==> config.mk <==
export PLATFORM = sky130hd
export DESIGN_NAME = shift_rotate_ctrl_flat
export DESIGN_NICKNAME = d
export VERILOG_FILES = /design/src/rtl/shift_rotate_ctrl_if.sv /design/src/rtl/shift_rotate_ctrl.sv /design/src/flat_wrapper.sv
export SDC_FILE = /design/constraint.sdc
export NUM_CORES = 1
export LEC_CHECK = 0
export CAP_MARGIN = 10
export CELL_PAD_IN_SITES_DETAIL_PLACEMENT = 1
export CELL_PAD_IN_SITES_GLOBAL_PLACEMENT = 1
export CORE_ASPECT_RATIO = 0.75
export CORE_MARGIN = 3
export CORE_UTILIZATION = 43
export DETAILED_ROUTE_END_ITERATION = 8
export PLACE_DENSITY_LB_ADDON = 0.3
export SLEW_MARGIN = 40
export SYNTH_ARGS = -nofsm -noshare
export SYNTH_HDL_FRONTEND = slang
export SYNTH_SLANG_ARGS = --single-unit
export TNS_END_PERCENT = 10
==> constraint.sdc <==
create_clock -name clk -period 7.9 [get_ports clk]
set_input_delay 1.185 -clock clk [delete_from_list [all_inputs] [get_ports clk]]
set_output_delay 1.185 -clock clk [all_outputs]
set_load 0.1 [all_outputs]
==> src/rtl/shift_rotate_ctrl_if.sv <==
// Handshake bundle for the shared shift/rotate unit: two requester channels and one result channel.
// The master side belongs to the requesters and the result consumer; the slave side belongs to the unit.
interface shift_rotate_ctrl_if #(
   parameter int unsigned DATA_WIDTH = 32
);
   logic                  req0_valid;
   logic                  req0_ready;
   logic [2:0]            req0_op;
   logic [DATA_WIDTH-1:0] req0_a;
   logic [DATA_WIDTH-1:0] req0_b;

   logic                  req1_valid;
   logic                  req1_ready;
   logic [2:0]            req1_op;
   logic [DATA_WIDTH-1:0] req1_a;
   logic [DATA_WIDTH-1:0] req1_b;

   logic                  out_valid;
   logic                  out_ready;
   logic [DATA_WIDTH-1:0] out_data;
   logic                  out_src;
   logic                  out_illegal;

   modport master (
      output req0_valid, req0_op, req0_a, req0_b,
      input  req0_ready,
      output req1_valid, req1_op, req1_a, req1_b,
      input  req1_ready,
      input  out_valid, out_data, out_src, out_illegal,
      output out_ready
   );

   modport slave (
      input  req0_valid, req0_op, req0_a, req0_b,
      output req0_ready,
      input  req1_valid, req1_op, req1_a, req1_b,
      output req1_ready,
      output out_valid, out_data, out_src, out_illegal,
      input  out_ready
   );
endinterface

==> src/rtl/shift_rotate_ctrl.sv <==
// Shared shift/rotate unit: round-robin arbitration over two requesters, a single rotate-left
// barrel datapath with per-op masking, and a two-stage valid/ready pipeline.
module shift_rotate_ctrl #(
   parameter int unsigned DATA_WIDTH = 32
) (
   input logic               clk,
   input logic               rst_n,
   shift_rotate_ctrl_if.slave bus
);
   localparam int unsigned AW = 5;

   localparam logic [2:0] OP_ROL  = 3'b000;
   localparam logic [2:0] OP_ROR  = 3'b001;
   localparam logic [2:0] OP_SHL  = 3'b010;
   localparam logic [2:0] OP_SHR  = 3'b011;
   localparam logic [2:0] OP_SHRA = 3'b100;

   typedef struct packed {
      logic [2:0]            op;
      logic [DATA_WIDTH-1:0] a;
      logic [AW-1:0]         amt;
      logic                  src;
   } s1_t;

   logic                  s1_valid;
   s1_t                   s1;
   s1_t                   s1_next;
   logic                  last_grant;
   logic                  out_valid_q;
   logic [DATA_WIDTH-1:0] out_data_q;
   logic                  out_src_q;
   logic                  out_illegal_q;

   logic s2_adv, s1_adv;
   logic grant0, grant1;
   logic acc0, acc1;

   logic                  unused_b_hi;
   logic [AW-1:0]         r;
   logic                  right;
   logic [DATA_WIDTH-1:0] rot;
   logic [DATA_WIDTH-1:0] lo_mask;
   logic [DATA_WIDTH-1:0] hi_mask;
   logic [DATA_WIDTH-1:0] res;
   logic                  illegal;

   assign unused_b_hi = ^{bus.req0_b[DATA_WIDTH-1:AW], bus.req1_b[DATA_WIDTH-1:AW]};

   // Flow control; each grant looks only at the other requester's valid.
   assign s2_adv = !out_valid_q || bus.out_ready;
   assign s1_adv = !s1_valid || s2_adv;
   assign grant0 = !bus.req1_valid || last_grant;
   assign grant1 = !bus.req0_valid || !last_grant;

   assign bus.req0_ready = s1_adv && grant0;
   assign bus.req1_ready = s1_adv && grant1;
   assign acc0 = bus.req0_valid && bus.req0_ready;
   assign acc1 = bus.req1_valid && bus.req1_ready;

   assign bus.out_valid   = out_valid_q;
   assign bus.out_data    = out_data_q;
   assign bus.out_src     = out_src_q;
   assign bus.out_illegal = out_illegal_q;

   always_comb begin
      s1_next = '0;
      if (acc1) begin
         s1_next.op  = bus.req1_op;
         s1_next.a   = bus.req1_a;
         s1_next.amt = bus.req1_b[AW-1:0];
         s1_next.src = 1'b1;
      end else begin
         s1_next.op  = bus.req0_op;
         s1_next.a   = bus.req0_a;
         s1_next.amt = bus.req0_b[AW-1:0];
         s1_next.src = 1'b0;
      end
   end

   // Every op is a left rotate; right-going ops rotate by (32-n) mod 32, then mask.
   always_comb begin
      res     = s1.a;
      illegal = 1'b0;
      right   = (s1.op == OP_ROR) || (s1.op == OP_SHR) || (s1.op == OP_SHRA);
      r       = right ? AW'(AW'(0) - s1.amt) : s1.amt;
      rot     = (s1.a << r) | (s1.a >> (6'(DATA_WIDTH) - 6'(r)));
      lo_mask = {DATA_WIDTH{1'b1}} << s1.amt;
      hi_mask = {DATA_WIDTH{1'b1}} >> s1.amt;
      case (s1.op)
         OP_ROL, OP_ROR: res = rot;
         OP_SHL:         res = rot & lo_mask;
         OP_SHR:         res = rot & hi_mask;
         OP_SHRA:        res = (rot & hi_mask) | ({DATA_WIDTH{s1.a[DATA_WIDTH-1]}} & ~hi_mask);
         default: begin
            res     = s1.a;
            illegal = 1'b1;
         end
      endcase
   end

   always_ff @(posedge clk or negedge rst_n) begin
      if (!rst_n) begin
         s1_valid   <= 1'b0;
         s1         <= '0;
         last_grant <= 1'b1;
      end else if (s1_adv) begin
         s1_valid <= acc0 || acc1;
         if (acc0 || acc1) begin
            s1         <= s1_next;
            last_grant <= acc1;
         end
      end
   end

   always_ff @(posedge clk or negedge rst_n) begin
      if (!rst_n) begin
         out_valid_q   <= 1'b0;
         out_data_q    <= '0;
         out_src_q     <= 1'b0;
         out_illegal_q <= 1'b0;
      end else if (s2_adv) begin
         out_valid_q <= s1_valid;
         if (s1_valid) begin
            out_data_q    <= res;
            out_src_q     <= s1.src;
            out_illegal_q <= illegal;
         end
      end
   end
endmodule

==> src/flat_wrapper.sv <==
// flat-port wrapper written by rule: the top's interface ports become plain ports
module shift_rotate_ctrl_flat 
#(
   parameter int unsigned DATA_WIDTH = 32
)
  (clk, rst_n, bus_req0_valid, bus_req0_op, bus_req0_a, bus_req0_b, bus_req0_ready, bus_req1_valid, bus_req1_op, bus_req1_a, bus_req1_b, bus_req1_ready, bus_out_valid, bus_out_data, bus_out_src, bus_out_illegal, bus_out_ready);
  shift_rotate_ctrl_if #(.DATA_WIDTH(DATA_WIDTH)) bus_i ();
  input logic clk;
  input logic rst_n;
  input wire logic [$bits(bus_i.req0_valid)-1:0] bus_req0_valid;
  input wire logic [$bits(bus_i.req0_op)-1:0] bus_req0_op;
  input wire logic [$bits(bus_i.req0_a)-1:0] bus_req0_a;
  input wire logic [$bits(bus_i.req0_b)-1:0] bus_req0_b;
  output wire logic [$bits(bus_i.req0_ready)-1:0] bus_req0_ready;
  input wire logic [$bits(bus_i.req1_valid)-1:0] bus_req1_valid;
  input wire logic [$bits(bus_i.req1_op)-1:0] bus_req1_op;
  input wire logic [$bits(bus_i.req1_a)-1:0] bus_req1_a;
  input wire logic [$bits(bus_i.req1_b)-1:0] bus_req1_b;
  output wire logic [$bits(bus_i.req1_ready)-1:0] bus_req1_ready;
  output wire logic [$bits(bus_i.out_valid)-1:0] bus_out_valid;
  output wire logic [$bits(bus_i.out_data)-1:0] bus_out_data;
  output wire logic [$bits(bus_i.out_src)-1:0] bus_out_src;
  output wire logic [$bits(bus_i.out_illegal)-1:0] bus_out_illegal;
  input wire logic [$bits(bus_i.out_ready)-1:0] bus_out_ready;
  assign bus_i.req0_valid = bus_req0_valid;
  assign bus_i.req0_op = bus_req0_op;
  assign bus_i.req0_a = bus_req0_a;
  assign bus_i.req0_b = bus_req0_b;
  assign bus_req0_ready = bus_i.req0_ready;
  assign bus_i.req1_valid = bus_req1_valid;
  assign bus_i.req1_op = bus_req1_op;
  assign bus_i.req1_a = bus_req1_a;
  assign bus_i.req1_b = bus_req1_b;
  assign bus_req1_ready = bus_i.req1_ready;
  assign bus_out_valid = bus_i.out_valid;
  assign bus_out_data = bus_i.out_data;
  assign bus_out_src = bus_i.out_src;
  assign bus_out_illegal = bus_i.out_illegal;
  assign bus_i.out_ready = bus_out_ready;
  shift_rotate_ctrl #(.DATA_WIDTH(DATA_WIDTH)) u_core (.clk(clk), .rst_n(rst_n), .bus(bus_i));
endmodule
==> results of run 1 <==
==> worst min-delay path, delay by kind of cell, from the launching register on <==
kind,cells,cell delay (ns)
flip-flops,1,0.34
AND/OR/NAND/NOR,2,0.10
==> metrics by stage <==
step / setup slack, ns / hold WS, ns / utilization [%] / area, µm² / std cells
4_1_cts: 2.98 / 0.479 / 51.6 / 10200 / 1362
3_5_place_dp: 3.03 / 0.462 / 50.1 / 9870 / 1346
6_report: 2.87 / 0.474 / 51.7 / 10200 / 1362
5_1_grt: 2.71 / 0.518 / 51.7 / 10200 / 1362
3_3_place_gp: 3.08 / 0.460 / 50.9 / 10000 / 1346
2_1_floorplan: 3.76 / 0.432 / - / 8780 / 1065
==> cells by family after synthesis <==
group | after synthesis | share of synthesized area (%)
flops | 78 | 22.2
xor+xnor | 6 | 0.598
simple gates | 331 | 16.6
buf+inv | 131 | 6.28
fa+ha+maj | 4 | 0.570
mux | 148 | 26.6
compound gates | 367 | 27.1
==> worst min-delay path by stage <==
stage                                                  start                                  to  slack [ns]  cells after the start
after detailed placement  u_core.bus.out_illegal$_DFFE_PN0P_  u_core.bus.out_illegal$_DFFE_PN0P_        0.46                      2
after CTS                 u_core.bus.out_illegal$_DFFE_PN0P_  u_core.bus.out_illegal$_DFFE_PN0P_        0.48                      2
after global placement    u_core.bus.out_illegal$_DFFE_PN0P_  u_core.bus.out_illegal$_DFFE_PN0P_        0.46                      2
after global routing      u_core.bus.out_data[0]$_DFFE_PN0P_  u_core.bus.out_data[0]$_DFFE_PN0P_        0.52                      2
after floorplan                     u_core.s1[0]$_DFFE_PN0P_      u_core.bus.out_src$_DFFE_PN0P_        0.43                      2
final                     u_core.bus.out_illegal$_DFFE_PN0P_  u_core.bus.out_illegal$_DFFE_PN0P_        0.47                      2
==> sequential cells by signal, summed over array words and instances, names as in the netlist <==
register                cells
u_core.s1                  41
u_core.s1_valid             1
u_core.bus.out_src          1
u_core.bus.out_valid        1
u_core.bus.out_illegal      1
u_core.bus.out_data        32
u_core.last_grant           1
==> Yosys cell counts (7+ instances only) <==
cell type / n / area, µm²
mux2_2: 7 / 78.8
a221oi_1: 13 / 114
nand2_1: 117 / 439
and2_1: 7 / 43.8
o22ai_1: 13 / 81.3
o211ai_1: 15 / 113
mux4_2: 67 / 1510
nor2_1: 116 / 435
mux2i_1: 72 / 721
nand2b_1: 11 / 68.8
a211oi_1: 9 / 67.6
nand3_1: 27 / 135
nor3_1: 17 / 85.1
o221ai_1: 11 / 96.3
clkbuf_1: 71 / 267
and3_1: 9 / 56.3
a22oi_1: 9 / 67.6
inv_1: 11 / 41.3
a21oi_1: 115 / 576
buf_1: 21 / 78.8
buf_2: 23 / 115
o21ai_0: 75 / 375
a31oi_1: 22 / 138
dfrtp_1: 77 / 1930
==> power groups by stage <==
| stage | sequential [mW] | clock (mW) | combinational, mW |
|---|---|---|---|
| 2_1_floorplan | 1.15 | 0 | 1.47 |
| 3_3_place_gp | 0.714 | 0 | 2.77 |
| 3_5_place_dp | 0.719 | 0 | 2.71 |
| 4_1_cts | 0.710 | 0.452 | 2.73 |
| 5_1_grt | 0.728 | 0.473 | 2.94 |
| 6_report | 0.728 | 0.449 | 2.81 |
==> final cells by class <==
class | instances | area [µm²] | area share, %
clock buffers | 9 | 225 | 2.21
clock inverters | 7 | 75.1 | 0.737
inverters | 12 | 45.0 | 0.442
multi-input cells | 856 | 6350 | 62.3
flip-flops and latches | 78 | 1960 | 19.2
well taps | 253 | 317 | 3.11
repair buffers | 147 | 1220 | 12.0
==> routing by layer <==
| layer | up-vias | part of all wire, % |
|---|---|---|
| met5 | - | 0.026 |
| met2 | 690 | 42 |
| met3 | 115 | 14 |
| li1 | 4130 | - |
| met1 | 4836 | 40 |
| met4 | 2 | 3.6 |
==> results.ini, run 1 <==
[status]
status = finished, final reports clean

[layout]
syn_to_final_growth_pct = 15.9
layout_common_cells = nand2_1, a21oi_1, nor2_1
n_fill_cell = 2362
n_antenna_cell = 0
final_common_cell = nand2_1
drive_above_1_share_pct = 17.0
layout.nets = 1247

[grt]
grt_use_met1_pct = 51.8
grtUsageMet2_pct = 55.7
antenna_found_initial = 1
grt_start_max_net_pins = 79
top_usage_layer = met2
grt_pass1_wl_um = 62300
met3_usage_pct = 14.7
gr-usage-all-layers_pct = 38.0
grt.overflow.total = 0
grt_pass1_vias = 9594

[worst_setup_path]
crit_fanout = 47
r2r_end = u_core.bus.out_data[6]$_DFFE_PN0P_
r2r_setup_slack_ns = 2.87
critical_path_buf_inv_count = 5
cp.arrival_ns = 5.30
required_ns = 8.17
worstPathCellList = buf_4, inv_2, ha_1, mux2_4, a221oi_4, buf_4, a2111oi_1, nor4_1, buf_4, or2_1, buf_4, mux2_2, o221ai_1, o2bb2ai_1
r2r_cells = 14
startpoint_type = register
regToRegStartpoint = u_core.s1[1]$_DFFE_PN0P_
worst-path-stages = 14
critPathLaunch = u_core.s1[1]$_DFFE_PN0P_
endpoint_kind = register
critPathKind = reg -> reg
path_delay_family = buffers and inverters
critPathMostFrequentCell = buf_4
setup.worst_path.end = u_core.bus.out_data[6]$_DFFE_PN0P_
cp_slowest_stage_delay_ns = 0.62
cp_slowest_cell = or2_1

[drt]
ant_nets = 0
wl_per_cell_um = 30.9
drt-vias-per-instance = 7.18
postRouteWirelength_um = 42100
vias = 9773
drt_first_pass_iters = 5
drc = 0
first_iter_violations = 1452

[clocking]
clk_latency_ns = 0.37
cts_root_buf = clkbuf_16
clkTransAtPathRegs_ns = 0.07
cts_resized = 0
clk_path_buf_depth = 2
cts_hold_buf = 0
post_cts_buffers = 0
cts-buffers-inserted = 9
cts.sinks = 78
htreeDepth = 3
cts_tree = yes

[timing]
drv_slew = 0
tns_ns = 0
hold_violations = 0
fin_crit_ns = 5.03
setup-violations-final = 0
finClkSkew_ns = 0.00973
relSlewSlack_pct = 38.4
fin_crit_sh_pct = 63.7
tightest_slew_ns = 0.918
fmax_mhz = 199
rsz0062_at_grt = no

[power]
p_int_mw = 1.60
power_density_nw_per_um2 = 391
ir_drop_mv = 0.227
totalPowerFinal_mw = 3.99
power_frac_clock_pct = 11.3
switching_share_pct = 59.9
p_seq_share_pct = 18.3
pwr-share-comb_pct = 70.5
switching_power_mw = 2.39
leakagePower_nw = 4.08

[flow_run]
maxCapViolations = 0

[floorplanning]
ios = 176
core_um2 = 19700
rows = 44
die_h_um = 130
initial_core_util_pct = 44.6
die_w_um = 171
die_area_um2 = 22200

[synthesis]
synth.ff_latch_count = 78
yosysWarnings = 0
syn_area_um2 = 8780
synth_cell_types = 79
synth_nets = 1208
seq_area_frac_synth_pct = 22.2
synthFlopType = dfrtp_1
netlist_instances = 1065
async_reset_ff_share_pct = 100
avgSynthCellArea_um2 = 8.25
synth_edf_count = 0

[placement]
gp_congestion = 1.05
place_hpwl_um = 30700
io_buffer_count = 121

[hold_path]
hold_path.class = reg -> reg

Power figures use the tool's default switching activity.
==> run 2, diff against run 1 <==
--- a/config.mk
+++ b/config.mk
@@ -10,7 +10,7 @@
 export CELL_PAD_IN_SITES_GLOBAL_PLACEMENT = 1
 export CORE_ASPECT_RATIO = 0.75
 export CORE_MARGIN = 3
-export CORE_UTILIZATION = 43
+export CORE_UTILIZATION = 36
 export DETAILED_ROUTE_END_ITERATION = 8
 export PLACE_DENSITY_LB_ADDON = 0.3
 export SLEW_MARGIN = 40
==> constraint.sdc (replaced) <==
create_clock -name clk -period 4.1 [get_ports clk]
set_input_delay 0.615 -clock clk [delete_from_list [all_inputs] [get_ports clk]]
set_output_delay 0.615 -clock clk [all_outputs]
set_load 0.1 [all_outputs]
==> results.ini, run 2 (synthesis results as in run 1) <==
[floorplanning]
core_um2 = 23500  ; +19%
die_area_um2 = 26300  ; +19%
die_w_um = 186  ; +9.0%
ios = 176  ; unchanged
rows = 48  ; +9.1%
die_h_um = 141  ; +8.9%
initial_core_util_pct = 37.4  ; -7.2 points

[timing]
hold_violations = 0  ; unchanged
fin_crit_ns = 4.01  ; -1.03 ns
finClkSkew_ns = 0.0131  ; +0.00341 ns
tightest_slew_ns = 0.943  ; +0.0252 ns
fmax_mhz = 250  ; +26%
layout_setup_ws_ns = 0.0940  ; -2.77 ns
drv_slew = 0  ; unchanged
setup-violations-final = 0  ; unchanged
tns_ns = 0  ; unchanged
rsz0062_at_grt = no
holdWs_ns = 0.207  ; -0.267 ns
relSlewSlack_pct = 35.5  ; -2.9 points
fin_crit_sh_pct = 97.7  ; +34 points

[worst_setup_path]
critPathMostFrequentCell = buf_4
crit_fanout = 20  ; -57%
cp_slowest_cell = a2111oi_0
startpoint_type = register
cp_slowest_stage_delay_ns = 0.89  ; +0.27 ns
critPathKind = reg -> reg
required_ns = 4.35  ; -3.82 ns
endpoint_kind = register
worstPathCellList = buf_4, or2_2, o22ai_1, xnor2_1, buf_4, nand2_1, nor2_1, a2111oi_0, buf_4, a32oi_1
cp.arrival_ns = 4.26  ; -1.04 ns

[placement]
gp_congestion = 1.04  ; -1.6%
place_ws_ns = 0.406  ; -2.62 ns
place_hpwl_um = 34100  ; +11%
dpl_cell_area_um2 = 10200  ; +3.5%
placedCellCount = 1445  ; +7.4%
io_buffer_count = 121  ; unchanged

[drt]
first_iter_violations = 1359  ; -6.4%
postRouteWirelength_um = 44800  ; +6.4%
vias = 9848  ; +0.77%
drt_first_pass_iters = 5  ; unchanged
wl_per_cell_um = 30.7  ; -0.82%
drc = 0  ; unchanged
drt-vias-per-instance = 6.74  ; -6.1%
ant_nets = 0  ; unchanged

[clocking]
cts_root_buf = clkbuf_16
clk_latency_ns = 0.38  ; about the same
cts_resized = 0  ; unchanged
htreeDepth = 3  ; unchanged
cts_tree = yes
post_cts_buffers = 0  ; unchanged
cts.sinks = 78  ; unchanged
cts_hold_buf = 0  ; unchanged
clk_path_buf_depth = 2  ; unchanged
clkTransAtPathRegs_ns = 0.07  ; about the same
cts-buffers-inserted = 9  ; unchanged

[layout]
drive_above_1_share_pct = 18.5  ; +1.4 points
final_cell_count_no_fill = 1461  ; +7.3%
largest_reg_flops = 41  ; unchanged
layout.nets = 1274  ; +2.2%
final_common_cell = nand2_1
n_antenna_cell = 0  ; unchanged
fin_area_um2 = 10500  ; +3.3%
layout_common_cells = nand2_1, nor2_1, a21oi_1
largest_register = u_core.s1
fin_util_pct = 44.8  ; -6.9 points
syn_to_final_growth_pct = 19.8

[hold_path]
hold_path.class = in -> async

[flow_run]
maxCapViolations = 0  ; unchanged

[grt]
grt_start_max_net_pins = 63  ; -20%
grt_pass1_wl_um = 66000  ; +5.9%
antenna_found_initial = 0  ; -1
grt.overflow.total = 0  ; unchanged
gr-usage-all-layers_pct = 33.5  ; -4.5 points
grt_pass1_vias = 9656  ; +0.65%

[power]
leakagePower_nw = 4.23  ; +3.7%
ir_drop_mv = 0.412  ; +81%
power_density_nw_per_um2 = 753  ; +92%
totalPowerFinal_mw = 7.92  ; +99%

[status]
status = finished, final reports clean

[run 2: cell type report]
type,instances,area [µm²]
timing repair buffer,174,1490
fill,2785,13000
clock buffer,9,225
tap,325,407
multi-input combinational,856,6330
inverter,12,45.0
sequential,78,1960
clock inverter,7,61.3
[run 2: power breakdown]
part	internal, mW	total, mW	switching (mW)
Clock	0.425	0.845	0.420
Sequential	0.984	1.39	0.405
Combinational	1.80	5.69	3.89
Total	3.21	7.92	4.72
[run 2: path summary, 6_finish.rpt]
path / slack (ns) / cells past startpoint / end / start
setup / recovery: 0.09 / 10 / u_core.bus.out_data[17]$_DFFE_PN0P_ / u_core.s1[2]$_DFFE_PN0P_
hold / removal: 0.21 / 1 / u_core.bus.out_data[17]$_DFFE_PN0P_ / rst_n
setup reg to reg: 0.09 / 10 / u_core.bus.out_data[17]$_DFFE_PN0P_ / u_core.s1[2]$_DFFE_PN0P_
hold reg to reg: 0.48 / 2 / u_core.bus.out_src$_DFFE_PN0P_ / u_core.s1[0]$_DFFE_PN0P_
max in group asynchronous: 3.08 / 2 / u_core.s1[15]$_DFFE_PN0P_ / rst_n
min in group clk: 0.48 / 2 / u_core.bus.out_src$_DFFE_PN0P_ / u_core.s1[0]$_DFFE_PN0P_
[run 2: worst max-delay path, delay by kind of cell (launching register included)]
kind | cells | cell delay (ns)
AOI/OAI and AO/OA | 3 | 1.52
and+or+nand+nor | 3 | 1.04
buffers and inverters | 3 | 0.70
DFF | 1 | 0.41
xor gates and xnor gates | 1 | 0.19
[run 2: per-layer routing]
layer	part of all wire, %	GRT usage (%)	vias to the layer above
li1	-	-	4190
met1	43	47.7	4960
met2	42	49.1	626
met3	12	10.3	72
met4	2.8	9.94	0
met5	0	0	-
